### src/rtl/fifo_level_if.sv
// fifo_level_if: bus bundle between the command producers/consumer and the
// fifo_level block.
//   Write side : i_Data_Valid, i_Data, o_Full, o_Almost_Full
//   Read side  : i_Read, o_Data, o_Empty, o_Almost_Empty
//   Status     : o_Level, o_Overflow, o_Underflow
//   Control    : i_Clear (synchronous flush)
// The master modport is the producer/consumer view; slave is the FIFO view.
interface fifo_level_if #(
  parameter int DATA_WIDTH  = 17,
  parameter int LEVEL_WIDTH = 4
);
  logic                   i_Clear;
  logic                   i_Data_Valid;
  logic [DATA_WIDTH-1:0]  i_Data;
  logic                   o_Full;
  logic                   o_Almost_Full;
  logic                   i_Read;
  logic [DATA_WIDTH-1:0]  o_Data;
  logic                   o_Empty;
  logic                   o_Almost_Empty;
  logic [LEVEL_WIDTH-1:0] o_Level;
  logic                   o_Overflow;
  logic                   o_Underflow;

  modport master (
    output i_Clear, i_Data_Valid, i_Data, i_Read,
    input  o_Full, o_Almost_Full, o_Data, o_Empty, o_Almost_Empty,
           o_Level, o_Overflow, o_Underflow
  );

  modport slave (
    input  i_Clear, i_Data_Valid, i_Data, i_Read,
    output o_Full, o_Almost_Full, o_Data, o_Empty, o_Almost_Empty,
           o_Level, o_Overflow, o_Underflow
  );
endinterface

### src/rtl/fifo_level.sv
// fifo_level: synchronous show-ahead FIFO of arbitrary depth with occupancy
// count, programmable almost-full/almost-empty thresholds, sticky
// overflow/underflow flags and a synchronous flush.
// Ports:
//   i_Clk   : clock, all state changes on posedge
//   i_Rst_N : asynchronous active-low reset (pointers, level, flags)
//   bus     : fifo_level_if slave modport (write/read handshake + status)
module fifo_level #(
  parameter int DEPTH        = 8,
  parameter int DATA_WIDTH   = 17,
  parameter int AFULL_LEVEL  = DEPTH - 1,
  parameter int AEMPTY_LEVEL = 1,
  parameter int ADDR_WIDTH   = $clog2(DEPTH),
  parameter int LEVEL_WIDTH  = $clog2(DEPTH + 1)
) (
  input  logic         i_Clk,
  input  logic         i_Rst_N,
  fifo_level_if.slave  bus
);

  logic [DATA_WIDTH-1:0]  mem_q [DEPTH];
  logic [ADDR_WIDTH-1:0]  wptr_q, wptr_d;
  logic [ADDR_WIDTH-1:0]  rptr_q, rptr_d;
  logic [LEVEL_WIDTH-1:0] level_q, level_d;
  logic                   ovf_q, ovf_d;
  logic                   unf_q, unf_d;
  logic                   full, empty;
  logic                   wr_req_ok, rd_req_ok;
  logic                   wr_en, rd_en;

  // DEPTH need not be a power of two, so wrap by explicit compare.
  function automatic logic [ADDR_WIDTH-1:0] next_ptr(input logic [ADDR_WIDTH-1:0] p);
    if (p == ADDR_WIDTH'(DEPTH - 1)) return '0;
    else                             return p + 1'b1;
  endfunction

  // All flags decode from the registered level so they move together.
  assign full  = (level_q == LEVEL_WIDTH'(DEPTH));
  assign empty = (level_q == '0);

  // A write into a full FIFO is accepted when a read frees a slot in the same
  // cycle; a read of an empty FIFO is never accepted, even with a write.
  assign wr_req_ok = bus.i_Data_Valid && (!full || bus.i_Read);
  assign rd_req_ok = bus.i_Read && !empty;
  // Flush drops any concurrent transfer.
  assign wr_en = wr_req_ok && !bus.i_Clear;
  assign rd_en = rd_req_ok && !bus.i_Clear;

  always_comb begin
    wptr_d  = wptr_q;
    rptr_d  = rptr_q;
    level_d = level_q;
    ovf_d   = ovf_q;
    unf_d   = unf_q;
    if (bus.i_Clear) begin
      wptr_d  = '0;
      rptr_d  = '0;
      level_d = '0;
      ovf_d   = 1'b0;
      unf_d   = 1'b0;
    end else begin
      if (wr_en) wptr_d = next_ptr(wptr_q);
      if (rd_en) rptr_d = next_ptr(rptr_q);
      unique case ({wr_en, rd_en})
        2'b10:   level_d = level_q + 1'b1;
        2'b01:   level_d = level_q - 1'b1;
        default: level_d = level_q;
      endcase
      if (bus.i_Data_Valid && !wr_req_ok) ovf_d = 1'b1;
      if (bus.i_Read && !rd_req_ok)       unf_d = 1'b1;
    end
  end

  always_ff @(posedge i_Clk or negedge i_Rst_N) begin
    if (!i_Rst_N) begin
      wptr_q  <= '0;
      rptr_q  <= '0;
      level_q <= '0;
      ovf_q   <= 1'b0;
      unf_q   <= 1'b0;
    end else begin
      wptr_q  <= wptr_d;
      rptr_q  <= rptr_d;
      level_q <= level_d;
      ovf_q   <= ovf_d;
      unf_q   <= unf_d;
    end
  end

  // Storage is deliberately not reset.
  always_ff @(posedge i_Clk) begin
    if (wr_en) mem_q[wptr_q] <= bus.i_Data;
  end

  assign bus.o_Data         = mem_q[rptr_q];
  assign bus.o_Full         = full;
  assign bus.o_Empty        = empty;
  assign bus.o_Almost_Full  = (level_q >= LEVEL_WIDTH'(AFULL_LEVEL));
  assign bus.o_Almost_Empty = (level_q <= LEVEL_WIDTH'(AEMPTY_LEVEL));
  assign bus.o_Level        = level_q;
  assign bus.o_Overflow     = ovf_q;
  assign bus.o_Underflow    = unf_q;

endmodule

### src/flat_wrapper.sv
// flat-port wrapper written by rule: the top's interface ports become plain ports
module fifo_level_flat 
#(
  parameter int DEPTH        = 8,
  parameter int DATA_WIDTH   = 17,
  parameter int AFULL_LEVEL  = DEPTH - 1,
  parameter int AEMPTY_LEVEL = 1,
  parameter int ADDR_WIDTH   = $clog2(DEPTH),
  parameter int LEVEL_WIDTH  = $clog2(DEPTH + 1)
)
  (i_Clk, i_Rst_N, bus_i_Clear, bus_i_Data_Valid, bus_i_Data, bus_i_Read, bus_o_Full, bus_o_Almost_Full, bus_o_Data, bus_o_Empty, bus_o_Almost_Empty, bus_o_Level, bus_o_Overflow, bus_o_Underflow);
  fifo_level_if #(.DATA_WIDTH(DATA_WIDTH), .LEVEL_WIDTH(LEVEL_WIDTH)) bus_i ();
  input  logic i_Clk;
  input  logic i_Rst_N;
  input wire logic [$bits(bus_i.i_Clear)-1:0] bus_i_Clear;
  input wire logic [$bits(bus_i.i_Data_Valid)-1:0] bus_i_Data_Valid;
  input wire logic [$bits(bus_i.i_Data)-1:0] bus_i_Data;
  input wire logic [$bits(bus_i.i_Read)-1:0] bus_i_Read;
  output wire logic [$bits(bus_i.o_Full)-1:0] bus_o_Full;
  output wire logic [$bits(bus_i.o_Almost_Full)-1:0] bus_o_Almost_Full;
  output wire logic [$bits(bus_i.o_Data)-1:0] bus_o_Data;
  output wire logic [$bits(bus_i.o_Empty)-1:0] bus_o_Empty;
  output wire logic [$bits(bus_i.o_Almost_Empty)-1:0] bus_o_Almost_Empty;
  output wire logic [$bits(bus_i.o_Level)-1:0] bus_o_Level;
  output wire logic [$bits(bus_i.o_Overflow)-1:0] bus_o_Overflow;
  output wire logic [$bits(bus_i.o_Underflow)-1:0] bus_o_Underflow;
  assign bus_i.i_Clear = bus_i_Clear;
  assign bus_i.i_Data_Valid = bus_i_Data_Valid;
  assign bus_i.i_Data = bus_i_Data;
  assign bus_i.i_Read = bus_i_Read;
  assign bus_o_Full = bus_i.o_Full;
  assign bus_o_Almost_Full = bus_i.o_Almost_Full;
  assign bus_o_Data = bus_i.o_Data;
  assign bus_o_Empty = bus_i.o_Empty;
  assign bus_o_Almost_Empty = bus_i.o_Almost_Empty;
  assign bus_o_Level = bus_i.o_Level;
  assign bus_o_Overflow = bus_i.o_Overflow;
  assign bus_o_Underflow = bus_i.o_Underflow;
  fifo_level #(.DEPTH(DEPTH), .DATA_WIDTH(DATA_WIDTH), .AFULL_LEVEL(AFULL_LEVEL), .AEMPTY_LEVEL(AEMPTY_LEVEL), .ADDR_WIDTH(ADDR_WIDTH), .LEVEL_WIDTH(LEVEL_WIDTH)) u_core (.i_Clk(i_Clk), .i_Rst_N(i_Rst_N), .bus(bus_i));
endmodule
### config.mk
export PLATFORM = sky130hd
export DESIGN_NAME = fifo_level_flat
export DESIGN_NICKNAME = d
export VERILOG_FILES = /design/src/rtl/fifo_level_if.sv /design/src/rtl/fifo_level.sv /design/src/flat_wrapper.sv
export SDC_FILE = /design/constraint.sdc
export NUM_CORES = 1
export LEC_CHECK = 0
export CAP_MARGIN = 20
export CORE_MARGIN = 2
export CORE_UTILIZATION = 25
export CTS_BUF_LIST = sky130_fd_sc_hd__clkbuf_4 sky130_fd_sc_hd__clkbuf_8
export CTS_CLUSTER_DIAMETER = 50
export DETAILED_ROUTE_END_ITERATION = 7
export GPL_TIMING_DRIVEN = 0
export PLACE_DENSITY_LB_ADDON = 0.08
export REMOVE_ABC_BUFFERS = 1
export SLEW_MARGIN = 20
export SYNTH_ARGS = -nofsm -noshare
export SYNTH_HDL_FRONTEND = slang
export SYNTH_SLANG_ARGS = --single-unit
### constraint.sdc
create_clock -name i_Clk -period 8.6 [get_ports i_Clk]
set_input_delay 0.86 -clock i_Clk [delete_from_list [all_inputs] [get_ports i_Clk]]
set_output_delay 0.86 -clock i_Clk [all_outputs]
set_load 0.03 [all_outputs]
Word-level counts from Yosys, hierarchy flattened
Memory sizes are Yosys's and may differ from the RTL's.
Index checks and enable logic that the tools add are counted.
- add/sub/neg operators: 4
- $lt $le $gt $ge: 2
- equality and inequality tests: 5
- muxes and demuxes: 14
- reductions and logical operators: 18
- operator list (operator ; number):
    $mux 3 ; 6
    $pmux 4 s2 ; 1
    $reduce_bool 2->1 ; 4
    $add 3x1->3 const B ; 2
    $eq 3x3->1 const B ; 2
    $logic_and 1x1->1 ; 6
    $mux 1 ; 6
    $logic_not 1->1 ; 5
    $add 4x1->4 const B ; 1
    $eq 4x4->1 const B ; 1
    $ge 4x3->1 const B ; 1
    $le 4x1->1 const B ; 1
    $logic_not 4->1 ; 1
    $mux 4 ; 1
    $sub 4x1->4 const B ; 1
    $reduce_bool 3->1 ; 1
    $eq 2x1->1 const B ; 1
    $eq 2x2->1 const B ; 1
    $logic_or 1x1->1 ; 1
- bits in registers: 12
- bits in writable memories: 136
- input port bits: 22
- memories: 1
- memories (memory ; words ; width ; rd ports ; clocked after memory_dff ; write ports ; RTL line ; RTL):
    u_core.mem_q ; 8 ; 17 ; 1 ; 0 ; 1 ; fifo_level.sv:21 ; logic [DATA_WIDTH-1:0] mem_q [DEPTH];

Longest topological paths before layout
- word-level depth: 8
- depth in mapped cells: 6
- gate-level depth less buffers: 6

Least setup slack after synthesis
No wires, ideal clock.
- kind: reg-to-reg
- start point: reg u_core.level_q[0] (netlist: u_core.bus.o_Level[0])
- end point: mem u_core.mem_q[0][0] (enable)
- setup time: 0.412 ns
- arrival: 2.638 ns
- data required time: 8.188 ns
- path slack: 5.550 ns
- cell stages (with the launch flop): 7
- path buffers: 0
- period minus slack after synthesis: 3.050 ns
- cells stage by stage: dfrtp_1 -> inv_1 -> ha_1 -> nor4bb_1 -> nor3_1 -> nand2b_1 -> nor3_1
- cells in the longest elaborated chain, start to end: 7
- ends and longest elaborated chain (item ; RTL line ; RTL):
    start, declared ; fifo_level.sv:24 ; logic [LEVEL_WIDTH-1:0] level_q, level_d;
    start signal, assigned ; fifo_level.sv:84 ; level_q <= level_d;
    $eq 4x4->1 ; fifo_level.sv:38 ; assign full = (level_q == LEVEL_WIDTH'(DEPTH));
    $logic_not 1->1 ; fifo_level.sv:43 ; assign wr_req_ok = bus.i_Data_Valid && (!full || bus.i_Read);
    $logic_or 1x1->1 ; fifo_level.sv:43 ;
    $logic_and 1x1->1 ; fifo_level.sv:43 ;
    $logic_and 1x1->1 ; fifo_level.sv:46 ; assign wr_en = wr_req_ok && !bus.i_Clear;
    $mux 1 ; fifo_level.sv:92 ; if (wr_en) mem_q[wptr_q] <= bus.i_Data;
    $mux 1 (implied by the code) ; fifo_level.sv:92 ;
    end, declared ; fifo_level.sv:21 ;
No other way between the ends.

Worst setup path in the final report
- start point: reg u_core.rptr_q[0]
- end point: out bus_o_Data[14]
- cells in the longest elaborated chain, start to end: 1
- ends and longest elaborated chain (item ; RTL line ; RTL):
    start, declared ; fifo_level.sv:23 ; logic [ADDR_WIDTH-1:0] rptr_q, rptr_d;
    start signal, assigned ; fifo_level.sv:83 ; rptr_q <= rptr_d;
    $mem_v2 8x17 ; n/a ;
    end, declared ; flat_wrapper.sv:21 ; output wire logic [$bits(bus_i.o_Data)-1:0] bus_o_Data;
No other way between the ends.

==> results.txt <==
run status: finished clean
CP arrival: 2790 ps
ant diodes: 0
HPWL Detailed: 8350 um
RSZ-0062 raised after global routing: false
IO Pins: 49
syn_area_per_cell: 20.0 um^2
post-cts sizing count: 0
final hold viol count: 0
DR vias: 2983
Worst VDD drop: 0.000117 V
Synth cell types: 41
#FFs+latches synth: 148
initial core utilization: 25.6%
share of cells above drive strength 1: 29.8%
CTS Hold Buffers Added: 0
reg-to-reg endpoint: u_core.mem_q[1][13]$_DFFE_PP_
Final Skew: 10.1 ps
critical path capture point type: output port
area grow syn2layout: 24.4%
Non-Filler Instances: 698
drt first pass iters: 4
Core Region: 0.0235 mm^2
Ys Warns: 0
Max transition margin: 56.1%
Post-synth EDFFs: 136
most common cell after layout, fill and taps aside: edfxtp_1
r2r setup slk: 5800 ps
Sum Neg Setup Slack: 0 ps
register area: 0.00439 mm^2
# DRC: 0
Synth area leaders: edfxtp_1 68%, mux4_2 13%, dfrtp_1 5.0%
Mapped Cells: 301
vias in the first global route: 3242
largest net degree at the start of global routing: 26
drt total wl: 13400 um
GRT Total Usage: 11.2%
Die Area: 0.0253 mm^2
top cell type by total area after synthesis: edfxtp_1
Num CTS Buffers: 17
fin nets: 396
crit path max fanout: 25
worst hold stages: 2
ANT nets after route: 0
Vias per Instance: 4.27
GPL Wtd Cong: 0.668
Die Y: 159 um
Min-Delay Startpoint: u_core.bus.o_Overflow$_DFFE_PN0P_
sequential area share after synthesis: 72.9%
critical path class: flop to output port
post-placement cell count: 666
Pleak: 0.00239 uW
Least-Margin Pin Slew: 655 ps
initial antenna violation count: 0
fin crit period: 3650 ps
H-Tree Level Count: 4
clk buf depth: 2
# setup viols final: 0
class of the tightest hold or removal check: flop to flop
startpoint types: flop
clock sinks: 148
setup bufs post-CTS: 0
Worst-Skew Late Latency: 440 ps
Root Buffer: clkbuf_8
Cell Area, Synth: 0.00602 mm^2
Filler cells: 2321
clock transition at the registers of the reported paths: 80 ps
initial drt markers: 140
ys flop type: edfxtp_1
Critical Path RT: 7740 ps
IO Port Bufs: 48
TritonCTS clock tree: built
# Max-Cap Violations: 0
highest-count cells in the layout ignoring fill and taps: 136 x edfxtp_1, 48 x clkdlybuf4s50_1, 34 x mux4_2
async set-reset flop share out of synthesis: 8.11%
critical path startpoint: u_core.rptr_q[0]$_DFFE_PN0P_
Multi-input gate area: 0.00156 mm^2
global-route wire length before repair: 20600 um
DIE WIDTH: 159 um
Reg2Reg Depth: 7
Max Fclk: 274 MHz
pwr dens: 229 mW/mm^2
Hold EP: u_core.bus.o_Overflow$_DFFE_PN0P_
hold_ws: 508 ps
wire per inst: 19.3 um
Slew Viols, Final: 0
GRT overflow: 0
crit share post-route: 42.4%
row cnt: 56
post-synth top area share: 67.9%
reg2reg start: u_core.bus.o_Level[1]$_DFFE_PN0P_
## cell families after synthesis
group,share of synthesized area (%)
multiplexers,16.4
flip-flops,72.9
buffers and inverters,2.08
adder cells (fa/ha/maj),1.66
AO/OA/AOI/OAI,2.45
AND/OR/NAND/NOR,4.51
## routing by layer
| layer | vias to the layer above | GRT usage (%) | wire, um |
|---|---|---|---|
| met1 | 1569 | 15.2 | 6380 |
| met2 | 55 | 17.6 | 6420 |
| li1 | 1352 | - | - |
| met5 | - | 0 | 0 |
| met3 | 7 | 3.10 | 509 |
| met4 | 0 | 3.35 | 128 |
## layout make-up
class                           instances  share of cell area, %
Tap cell                              319                   5.33
Clock buffer                           18                   3.23
Clock inverter                         14                   2.39
Inverter                                4                  0.201
Sequential cell                       148                   58.7
Timing Repair Buffer                   61                   9.31
Multi-Input combinational cell        134                   20.9
## flip-flops by register name (all words and copies together) (netlist names)
register	flops
u_core.wptr_q	3
u_core.rptr_q	3
u_core.bus.o_Overflow	1
u_core.mem_q	136
u_core.bus.o_Level	4
u_core.bus.o_Underflow	1
## power breakdown
group	internal (uW)	leakage, uW	switching [uW]
Clock	294	0.000209	274
Combinational	156	0.000792	158
Sequential	803	0.00139	29.1
## metrics by stage
step | utilization [%] | worst slack (ps) | area (um^2) | total power, uW
after floorplan | - | 5260 | 5910 | 1040
after CTS | 31.8 | 4870 | 7480 | 1740
after global placement | 28.8 | 3110 | 6790 | 1160
after detailed placement | 30.0 | 5050 | 7060 | 1170
final | 31.8 | 4950 | 7480 | 1710
after global routing | 31.8 | 4770 | 7480 | 1800
## critical path, stage by stage (launching register included)
cell             delay, ps
dfrtp_4                620
buf_16                 270
mux4_2                 530
mux2_2                 310
clkdlybuf4s50_1        610
## cells in the mapped netlist (2+ instances only)
| cell type | n |
|---|---|
| edfxtp_1 | 136 |
| mux2i_1 | 3 |
| a211oi_1 | 2 |
| clkbuf_1 | 5 |
| a21oi_1 | 7 |
| nor3_1 | 5 |
| or3b_2 | 2 |
| mux2_2 | 17 |
| nand2b_1 | 6 |
| clkbuf_8 | 4 |
| inv_1 | 4 |
| o21ai_0 | 3 |
| or3_1 | 2 |
| and2b_2 | 2 |
| nor2_1 | 16 |
| ha_1 | 8 |
| buf_2 | 4 |
| nand2_1 | 8 |
| dfrtp_1 | 12 |
| mux4_2 | 34 |
## worst max-delay path by stage
stage,slack [ps],end,depth (start not counted)
floorplan,5260,bus_o_Data[0],2
global placement,3110,u_core.mem_q[0][6]$_DFFE_PP_,5
detailed placement,5050,u_core.mem_q[1][13]$_DFFE_PP_,6
CTS,4870,bus_o_Data[5],4
global route,4770,bus_o_Data[14],4
finish,4950,bus_o_Data[14],4
No activity file was read; power rests on OpenSTA's default activity.
